File: config.mk
export PLATFORM = sky130hd
export DESIGN_NAME = stream_sched
export DESIGN_NICKNAME = d
export VERILOG_FILES = /design/src/rtl/stream_sched.sv
export SDC_FILE = /design/constraint.sdc
export NUM_CORES = 1
export LEC_CHECK = 0
export BUFFER_PORTS_ARGS = -buffer_cell sky130_fd_sc_hd__buf_2
export CAP_MARGIN = 10
export CORE_UTILIZATION = 38
export CTS_CLUSTER_SIZE = 16
export DETAILED_ROUTE_END_ITERATION = 6
export PLACE_DENSITY = 0.76
export SYNTH_ARGS = -nofsm -noshare
export SYNTH_HDL_FRONTEND = slang
export SYNTH_SLANG_ARGS = --single-unit
File: constraint.sdc
create_clock -name clk -period 1.6 [get_ports clk]
set_input_delay 0.08 -clock clk [delete_from_list [all_inputs] [get_ports clk]]
set_output_delay 0.08 -clock clk [all_outputs]
set_load 0.01 [all_outputs]
File: src/rtl/stream_sched.sv
// stream_sched: two-requester packet scheduler feeding a stream generator.
//
// Ports
//   clk, rst_n                      clock, asynchronous active-low reset
//   req0/req1, len0/len1            packet pending and its byte count (len sampled at grant)
//   dat0/dat1, vld0/vld1, rdy0/rdy1 per-requester byte handshake (rdy only for the granted side)
//   gnt[1:0], done[1:0]             one-hot grant, one-cycle completion pulse
//   busy, err                       packet in progress, sticky watchdog error
//   sg_din, sg_push, sg_op_en       stream generator write data, push and operate enable
//   sg_full, sg_empty               stream generator status
//   sg_tvalid, sg_tlast, sg_tready  generator output stream handshake as seen at the sink
//
// Build option: define STREAM_SCHED_WDOG_EN to add a 255-cycle DRAIN watchdog
// that sets a sticky err and forces completion; otherwise err is tied low.
//
// state  | meaning
// IDLE   | no packet; round-robin arbitration on req0/req1
// LOAD   | push granted requester's bytes into the generator
// SETTLE | one quiet cycle so generator count/empty registers update
// DRAIN  | op_en high until the sink takes the tlast beat
// DONE   | one-cycle done pulse, record last-served requester

module stream_sched (
   input  logic       clk,
   input  logic       rst_n,
   input  logic       req0,
   input  logic       req1,
   input  logic [3:0] len0,
   input  logic [3:0] len1,
   input  logic [7:0] dat0,
   input  logic [7:0] dat1,
   input  logic       vld0,
   input  logic       vld1,
   output logic       rdy0,
   output logic       rdy1,
   output logic [1:0] gnt,
   output logic [1:0] done,
   output logic       busy,
   output logic       err,
   output logic [7:0] sg_din,
   output logic       sg_push,
   output logic       sg_op_en,
   input  logic       sg_full,
   input  logic       sg_empty,
   input  logic       sg_tvalid,
   input  logic       sg_tlast,
   input  logic       sg_tready
);

   typedef enum logic [2:0] {IDLE, LOAD, SETTLE, DRAIN, DONE} state_t;

   state_t     state, state_nx;
   logic       sel, sel_nx;      // granted requester: 0 -> req0, 1 -> req1
   logic       last, last_nx;    // last-served requester
   logic [3:0] rem, rem_nx;
   logic       pick;
   logic [3:0] len_pick;
   logic       push;
   logic [1:0] gnt_oh;
   logic       drain_exit;
   logic       unused_sg_empty;

   assign unused_sg_empty = sg_empty;
   assign drain_exit      = sg_tvalid & sg_tlast & sg_tready;
   assign gnt_oh          = sel ? 2'b10 : 2'b01;
   // On a tie the requester not served last wins.
   assign pick            = (req0 & req1) ? ~last : req1;
   assign len_pick        = pick ? len1 : len0;
   assign push            = (sel ? vld1 : vld0) & ~sg_full;

`ifdef STREAM_SCHED_WDOG_EN
   logic [7:0] wd, wd_nx;
   logic       err_q, err_nx;
   assign err = err_q;
`else
   assign err = 1'b0;
`endif

   always_ff @(posedge clk or negedge rst_n) begin
      if (!rst_n) begin
         state <= IDLE;
         sel   <= 1'b0;
         last  <= 1'b1;
         rem   <= 4'd0;
`ifdef STREAM_SCHED_WDOG_EN
         wd    <= 8'd0;
         err_q <= 1'b0;
`endif
      end else begin
         state <= state_nx;
         sel   <= sel_nx;
         last  <= last_nx;
         rem   <= rem_nx;
`ifdef STREAM_SCHED_WDOG_EN
         wd    <= wd_nx;
         err_q <= err_nx;
`endif
      end
   end

   always_comb begin
      state_nx = state;
      sel_nx   = sel;
      last_nx  = last;
      rem_nx   = rem;
`ifdef STREAM_SCHED_WDOG_EN
      wd_nx    = wd;
      err_nx   = err_q;
`endif
      gnt      = 2'b00;
      done     = 2'b00;
      busy     = 1'b0;
      rdy0     = 1'b0;
      rdy1     = 1'b0;
      sg_push  = 1'b0;
      sg_op_en = 1'b0;
      sg_din   = 8'h00;

      case (state)
         IDLE: begin
            if (req0 | req1) begin
               sel_nx   = pick;
               rem_nx   = len_pick;
               state_nx = (len_pick == 4'd0) ? DONE : LOAD;
            end
         end
         LOAD: begin
            gnt     = gnt_oh;
            busy    = 1'b1;
            sg_push = push;
            rdy0    = push & ~sel;
            rdy1    = push & sel;
            sg_din  = sel ? dat1 : dat0;
            if (push) begin
               rem_nx = rem - 4'd1;
               if (rem == 4'd1) state_nx = SETTLE;
            end
         end
         SETTLE: begin
            gnt      = gnt_oh;
            busy     = 1'b1;
            state_nx = DRAIN;
`ifdef STREAM_SCHED_WDOG_EN
            // Down-counter terminal count at 0 gives 255 DRAIN cycles.
            wd_nx    = 8'd254;
`endif
         end
         DRAIN: begin
            gnt      = gnt_oh;
            busy     = 1'b1;
            sg_op_en = 1'b1;
            if (drain_exit) begin
               state_nx = DONE;
            end
`ifdef STREAM_SCHED_WDOG_EN
            else if (wd == 8'd0) begin
               err_nx   = 1'b1;
               state_nx = DONE;
            end else begin
               wd_nx = wd - 8'd1;
            end
`endif
         end
         DONE: begin
            gnt      = gnt_oh;
            done     = gnt_oh;
            last_nx  = sel;
            state_nx = IDLE;
         end
         default: state_nx = IDLE;
      endcase
   end

endmodule
==> impl_metrics.yaml, run 1 <==
clock_tree:
  worstSkewPairLatency_ps: 270
  clock-root-buffer: "clkbuf_4"
  htree_levels: 1
  clock_path_buffers: 2
  clock-sinks: 9
  cts_tree: "yes"
  path_clk_slew_ps: 70
  numCtsBuffers: 3
placed_design:
  dp.cells: 178
  hpwl_mm: 1.84
  placed_area_sq_um: 1130
  finalWeightedCongestion: 0.838
  port_buffers: 50
global_routing:
  grt-ovfl-total: 0
  grt_pass1_wl_mm: 4.07
  grt_max_degree: 14
  grt_usage_pct: 22.6
  grt_pass1_vias: 902
  antenna_found_initial: 0
floorplanning:
  fp.dieW_um: 48.9
  start_util_pct: 41.3
  die_h_um: 48.9
  core_area_sq_um: 2020
  dieArea_sq_um: 2390
  num_io_pins: 53
  rows: 16
worst_setup_path:
  cp.arrival_ps: 1880
  crit_type: "flip-flop to flip-flop"
  cp-end-kind: "flip-flop"
  crit-reg2reg-launch: "sel"
  critPathMaxFanout: 4
  start_kind: "flip-flop"
  crit_required_ps: 1740
  startpoint: "sel"
synth:
  syn_area_sq_um: 836
  yosys_warnings: 0
  synth_edf_count: 0
  async_flop_share_pct: 100
  ys_types: 37
  synthFlopType: "dfrtp_1"
  synth_fp_nets: 139
  ys_seq_area_share_pct: 27.1
  syn_inst: 102
  ys_ff_latch: 9
  syn_area_per_cell_sq_um: 8.19
run_status:
  violations: "setup timing"
  status: "finished with violations"
timing:
  finClkSkew_ps: 0.714
  drv_slew: 0
  max_freq_ghz: 0.578
  rsz0062_at_grt: "yes"
  timing.setup.tns_ps: -344
  finalWorstSetupSlack_ps: -131
  fin_crit_ps: 1730
  finalSetupViolations: 7
  finalCritPeriodShare_pct: 108
  timing.hold.ws_ps: 177
  hold_viol: 0
power_and_ir_drop:
  p_leak_nw: 0.702
  cellPowerDensity_nw_per_um2: 2050
  ir_worst_vdd_mv: 1.18
final_layout:
  fin_util_pct: 67.3
  final_nets: 201
  multi_input_area_sq_um: 632
  final_cells: 190
  fillers: 171
  drive_above_1_share_pct: 54.0
  num_antenna_cells: 0
  design_area_sq_um: 1360
  syn2layout_area_growth_pct: 62.9
  ff_latch_area_sq_um: 226
route:
  drc: 0
  dr.first_iter.drc_count: 33
  ant_nets: 0
  first_pass_iters: 4
  vias_per_cell: 5.72
  routed_wl_mm: 3.38
  drt-wirelength-per-cell_um: 17.8
  num_vias: 1086
worst_hold_path:
  hp-start: "req0"
  min_path_type: "primary input to flip-flop"
run:
  drv_cap: 0
[metal layers]
| layer | GRT usage [%] | part of all wire (%) | up-vias |
|---|---|---|---|
| li1 | - | - | 488 |
| met5 | 0 | 0 | - |
| met4 | 7.84 | 5.0 | 0 |
| met1 | 25.6 | 37 | 502 |
| met2 | 40.7 | 52 | 73 |
| met3 | 5.61 | 6.2 | 23 |
[where the power goes]
part           switching [mW]  internal [mW]  leakage, nW
Combinational            1.11           1.04        0.577
Sequential              0.106          0.339        0.108
Clock                  0.0970         0.0926       0.0177
[synthesized netlist by cell type (2+ instances only)]
cell type / count / area (sq um)
inv_1: 5 / 18.8
a32o_1: 2 / 20.0
and3b_1: 2 / 17.5
dfrtp_1: 8 / 200
buf_6: 2 / 22.5
o22ai_1: 4 / 25.0
nor2_1: 17 / 63.8
nand2_1: 7 / 26.3
nor3_1: 3 / 15.0
nor4_1: 6 / 37.5
clkbuf_1: 3 / 11.3
o21ai_0: 4 / 20.0
ha_1: 2 / 25.0
mux2i_1: 13 / 130
a21oi_1: 2 / 10.0
[metrics by stage]
stage / power [mW] / setup WS, ps
final: 2.79 / -131
after floorplan: 1.47 / -40.6
after CTS: 2.35 / -42.9
after global placement: 1.85 / 84.7
after detailed placement: 1.90 / 67.2
after global routing: 2.94 / -165
[worst max-delay path, cell delays in order (launching register included)]
cell and delay (ps):
dfrtp_1 410, mux2i_2 290, buf_4 200, nor3_4 60, buf_4 140, or2_4 250
a32o_1 270
[area by class of cell]
type,count,share of cell area (%)
multi-input combinational,80,46.4
timing repair buffer,65,31.1
sequential,9,16.6
tap,27,2.48
clock buffer,3,1.65
inverter,5,1.38
clock inverter,1,0.368
[cell families (layout without fill, tap and decap cells)]
family | after synthesis | count (layout) | share of synthesized area (%)
AND/OR/NAND/NOR | 43 | 43 | 26.9
AO/OA/AOI/OAI | 19 | 19 | 16.3
other | 1 | 1 | 0.449
flip-flops | 9 | 9 | 27.1
buffers and inverters | 13 | 74 | 8.23
adder cells (fa/ha/maj) | 2 | 2 | 2.99
XOR/XNOR | 1 | 1 | 1.05
multiplexers | 14 | 14 | 16.9
[state kept, by name, indices dropped and copies added (netlist names)]
| signal | count |
|---|---|
| state | 3 |
| last | 1 |
| sel | 1 |
| rem | 4 |
[final timing paths]
| check | end | slack, ps | cells past startpoint |
|---|---|---|---|
| setup / recovery | rem[3] | -130 | 6 |
| hold / removal | sel | 180 | 3 |
| setup reg to reg | rem[3] | -130 | 6 |
| hold reg to reg | last | 540 | 1 |
| max in group asynchronous | last | 1160 | 2 |
| min in group asynchronous | rem[1] | 190 | 2 |
[cells in the final DEF, fill, tap and decap left out, types with 2 or more instances in the layout]
cell / netlist / layout
nand2_1: 7 / 7
nor4_2: 0 / 3
o22ai_1: 4 / 4
inv_1: 5 / 5
or2_4: 1 / 2
clkbuf_4: 0 / 3
a21oi_1: 2 / 2
o21ai_0: 4 / 4
buf_6: 2 / 4
nor3_1: 3 / 2
and3b_1: 2 / 2
a32o_1: 2 / 2
nor4_1: 6 / 2
ha_1: 2 / 2
buf_2: 1 / 46
nor2_4: 0 / 4
a21boi_2: 1 / 2
mux2i_1: 13 / 12
nor2_1: 17 / 12
dfrtp_1: 8 / 8
buf_4: 1 / 12
[timing repair]
item	4_1_cts	5_1_grt
buffers inserted	3	3
hold endpoints to repair	9	0
gates cloned	1	0
endpoints found under the setup margin	11	20
pin swaps	5	4
resized for setup	7	20
hold buffers	1	0
(Power assumes the default switching activity.)
==> run 2, diff against run 1 <==
- SETUP_SLACK_MARGIN: not set -> 0.15
==> run 2 against run 1 <==
The run still ends with setup timing left. Clock skew increased by 2.5 ps. Combinational power rose by 19%. Sequential power shrank 3%. Cell count grew 2.1%. Routed wire length shrank 9.5%. Critical path depth fell by 1. Sequential cell count unchanged. Largest power group unchanged. Highest routed layer unchanged.
==> impl_metrics.yaml, run 2 (synthesized netlist as in run 1, its figures left out) <==
power_and_ir_drop:
  pwr-share-seq_pct: 13.5
  switching_share_pct: 44.1
  ir_worst_vdd_mv: 1.26
  finalPower_mw: 3.21
  pwr-share-clk_pct: 6.3
  combPwrFrac_pct: 80.3
  cellPowerDensity_nw_per_um2: 2120
  internal_power_mw: 1.79
  switching_power_mw: 1.41
  p_leak_nw: 0.750
final_layout:
  syn2layout_area_growth_pct: 80.7
  layout_commonest_cell: "buf_2"
  fin_util_pct: 74.7
  top_regs: "rem: 4 flops, state: 3 flops"
  num_antenna_cells: 0
  design_area_sq_um: 1510
  largest-register: "rem"
  largest_reg_flops: 4
  drive_above_1_share_pct: 59.3
  fillers: 153
  final_nets: 205
  mostFrequentLayoutCells: "buf_2 (43), buf_6 (15), mux2i_1 (12)"
route:
  vias_per_cell: 5.38
  routed_wl_mm: 3.06
  drt-wirelength-per-cell_um: 15.8
  ant_nets: 0
  dr.first_iter.drc_count: 22
  drc: 0
  first_pass_iters: 4
  num_vias: 1043
clock_tree:
  cts_tree: "yes"
  htree_levels: 1
  clock-sinks: 9
  numCtsBuffers: 3
  clock_path_buffers: 2
  worstSkewPairLatency_ps: 290
  path_clk_slew_ps: 70
  clock-root-buffer: "clkbuf_4"
timing:
  finalCritPeriodShare_pct: 106
  finalSetupViolations: 15
  max_freq_ghz: 0.591
  finalWorstSetupSlack_ps: -90.7
  rsz0062_at_grt: "yes"
  timing.hold.ws_ps: 129
  finClkSkew_ps: 3.25
  drv_slew: 0
  fin_crit_ps: 1690
  hold_viol: 0
worst_hold_path:
  hp-start: "req0"
  hold-path-cell-count: 3
  min_path_type: "primary input to flip-flop"
  min_to: "sel"
worst_setup_path:
  crit_type: "flip-flop to output pin"
  rr_endpoint: "state[2]"
  crit_required_ps: 1520
  regToRegSetupSlack_ps: -40
  critPathMaxFanout: 5
  cp-end-kind: "output pin"
  cp.arrival_ps: 1610
  ff2ff_path_depth: 5
  start_kind: "flip-flop"
  crit-reg2reg-launch: "state[1]"
run_status:
  violations: "setup timing"
  status: "finished with violations"
floorplanning:
  num_io_pins: 53
  die_h_um: 48.9
  core_area_sq_um: 2020
  start_util_pct: 41.3
  rows: 16
  dieArea_sq_um: 2390
  fp.dieW_um: 48.9
placed_design:
  hpwl_mm: 1.85
  finalWeightedCongestion: 0.852
  port_buffers: 50
  dp_slack_ps: 32.3
  placed_area_sq_um: 1130
global_routing:
  antenna_found_initial: 0
  grt_pass1_wl_mm: 4.51
  grt_pass1_vias: 976
  grt_max_degree: 14
  grt_usage_pct: 24.9
  grt-ovfl-total: 0
run:
  drv_cap: 0
-- run 2: cell types whose count changed in the layout (fill, tap and decap cells not counted), sizes merged --
cell | previous run | this run
buf | 64 | 68
-- run 2: area by class of cell --
cell class | count | area [sq um] | area share, %
sequential | 9 | 226 | 15.0
timing repair buffer | 69 | 522 | 34.5
tap | 27 | 33.8 | 2.24
clock buffer | 3 | 22.5 | 1.49
inverter | 5 | 18.8 | 1.24
multi-input combinational | 80 | 682 | 45.2
clock inverter | 1 | 5.00 | 0.331
-- run 2: critical path, stage by stage (launching register included) --
cell and delay [ps]:
dfrtp_1 400, or3b_4 430, buf_12 150, buf_16 130, nor2_4 90, buf_6 120
-- run 2: power by group through the flow --
stage	registers, mW	logic, mW	clock network (mW)
finish	0.432	2.57	0.201
global route	0.448	2.74	0.215
CTS	0.423	2.02	0.200
detailed placement	0.421	1.48	0
global placement	0.413	1.44	0
floorplan	0.394	1.08	0
-- run 2: metal layers --
layer / global-route usage [%] / routed length [um] / vias to the layer above
met3: 6.54 / 183 / 9
met2: 43.1 / 1530 / 45
met5: 0 / 0 / -
met1: 29.3 / 1240 / 494
li1: - / - / 495
met4: 8.82 / 99 / 0
-- run 2: how the worst max path moves through the flow --
stage	startpoint	end	slack, ps	depth (start not counted)
3_5_place_dp	state[2]	state[2]	30	4
4_1_cts	state[1]	sg_din[3]	-60	5
5_1_grt	state[2]	sg_din[2]	-130	5
2_1_floorplan	state[0]	rem[3]	-40	6
6_report	state[1]	sg_din[2]	-90	5
3_3_place_gp	state[2]	state[2]	80	4
-- run 2: what timing repair did --
item | 4_1_cts | 5_1_grt
hold endpoints to repair | 9 | 0
hold buffers | 1 | 0
cloned | 1 | 0
setup buffers | 8 | 2
pin swaps | 14 | 7
resized for setup | 21 | 31
endpoints found under the setup margin | 20 | 23
-- run 2: through the flow --
| stage | setup TNS, ps | cells |
|---|---|---|
| after floorplan | -107 | 102 |
| after global placement | 0 | 178 |
| after detailed placement | 0 | 178 |
| after CTS | -390 | 192 |
| after global routing | -1680 | 194 |
| final | -666 | 194 |
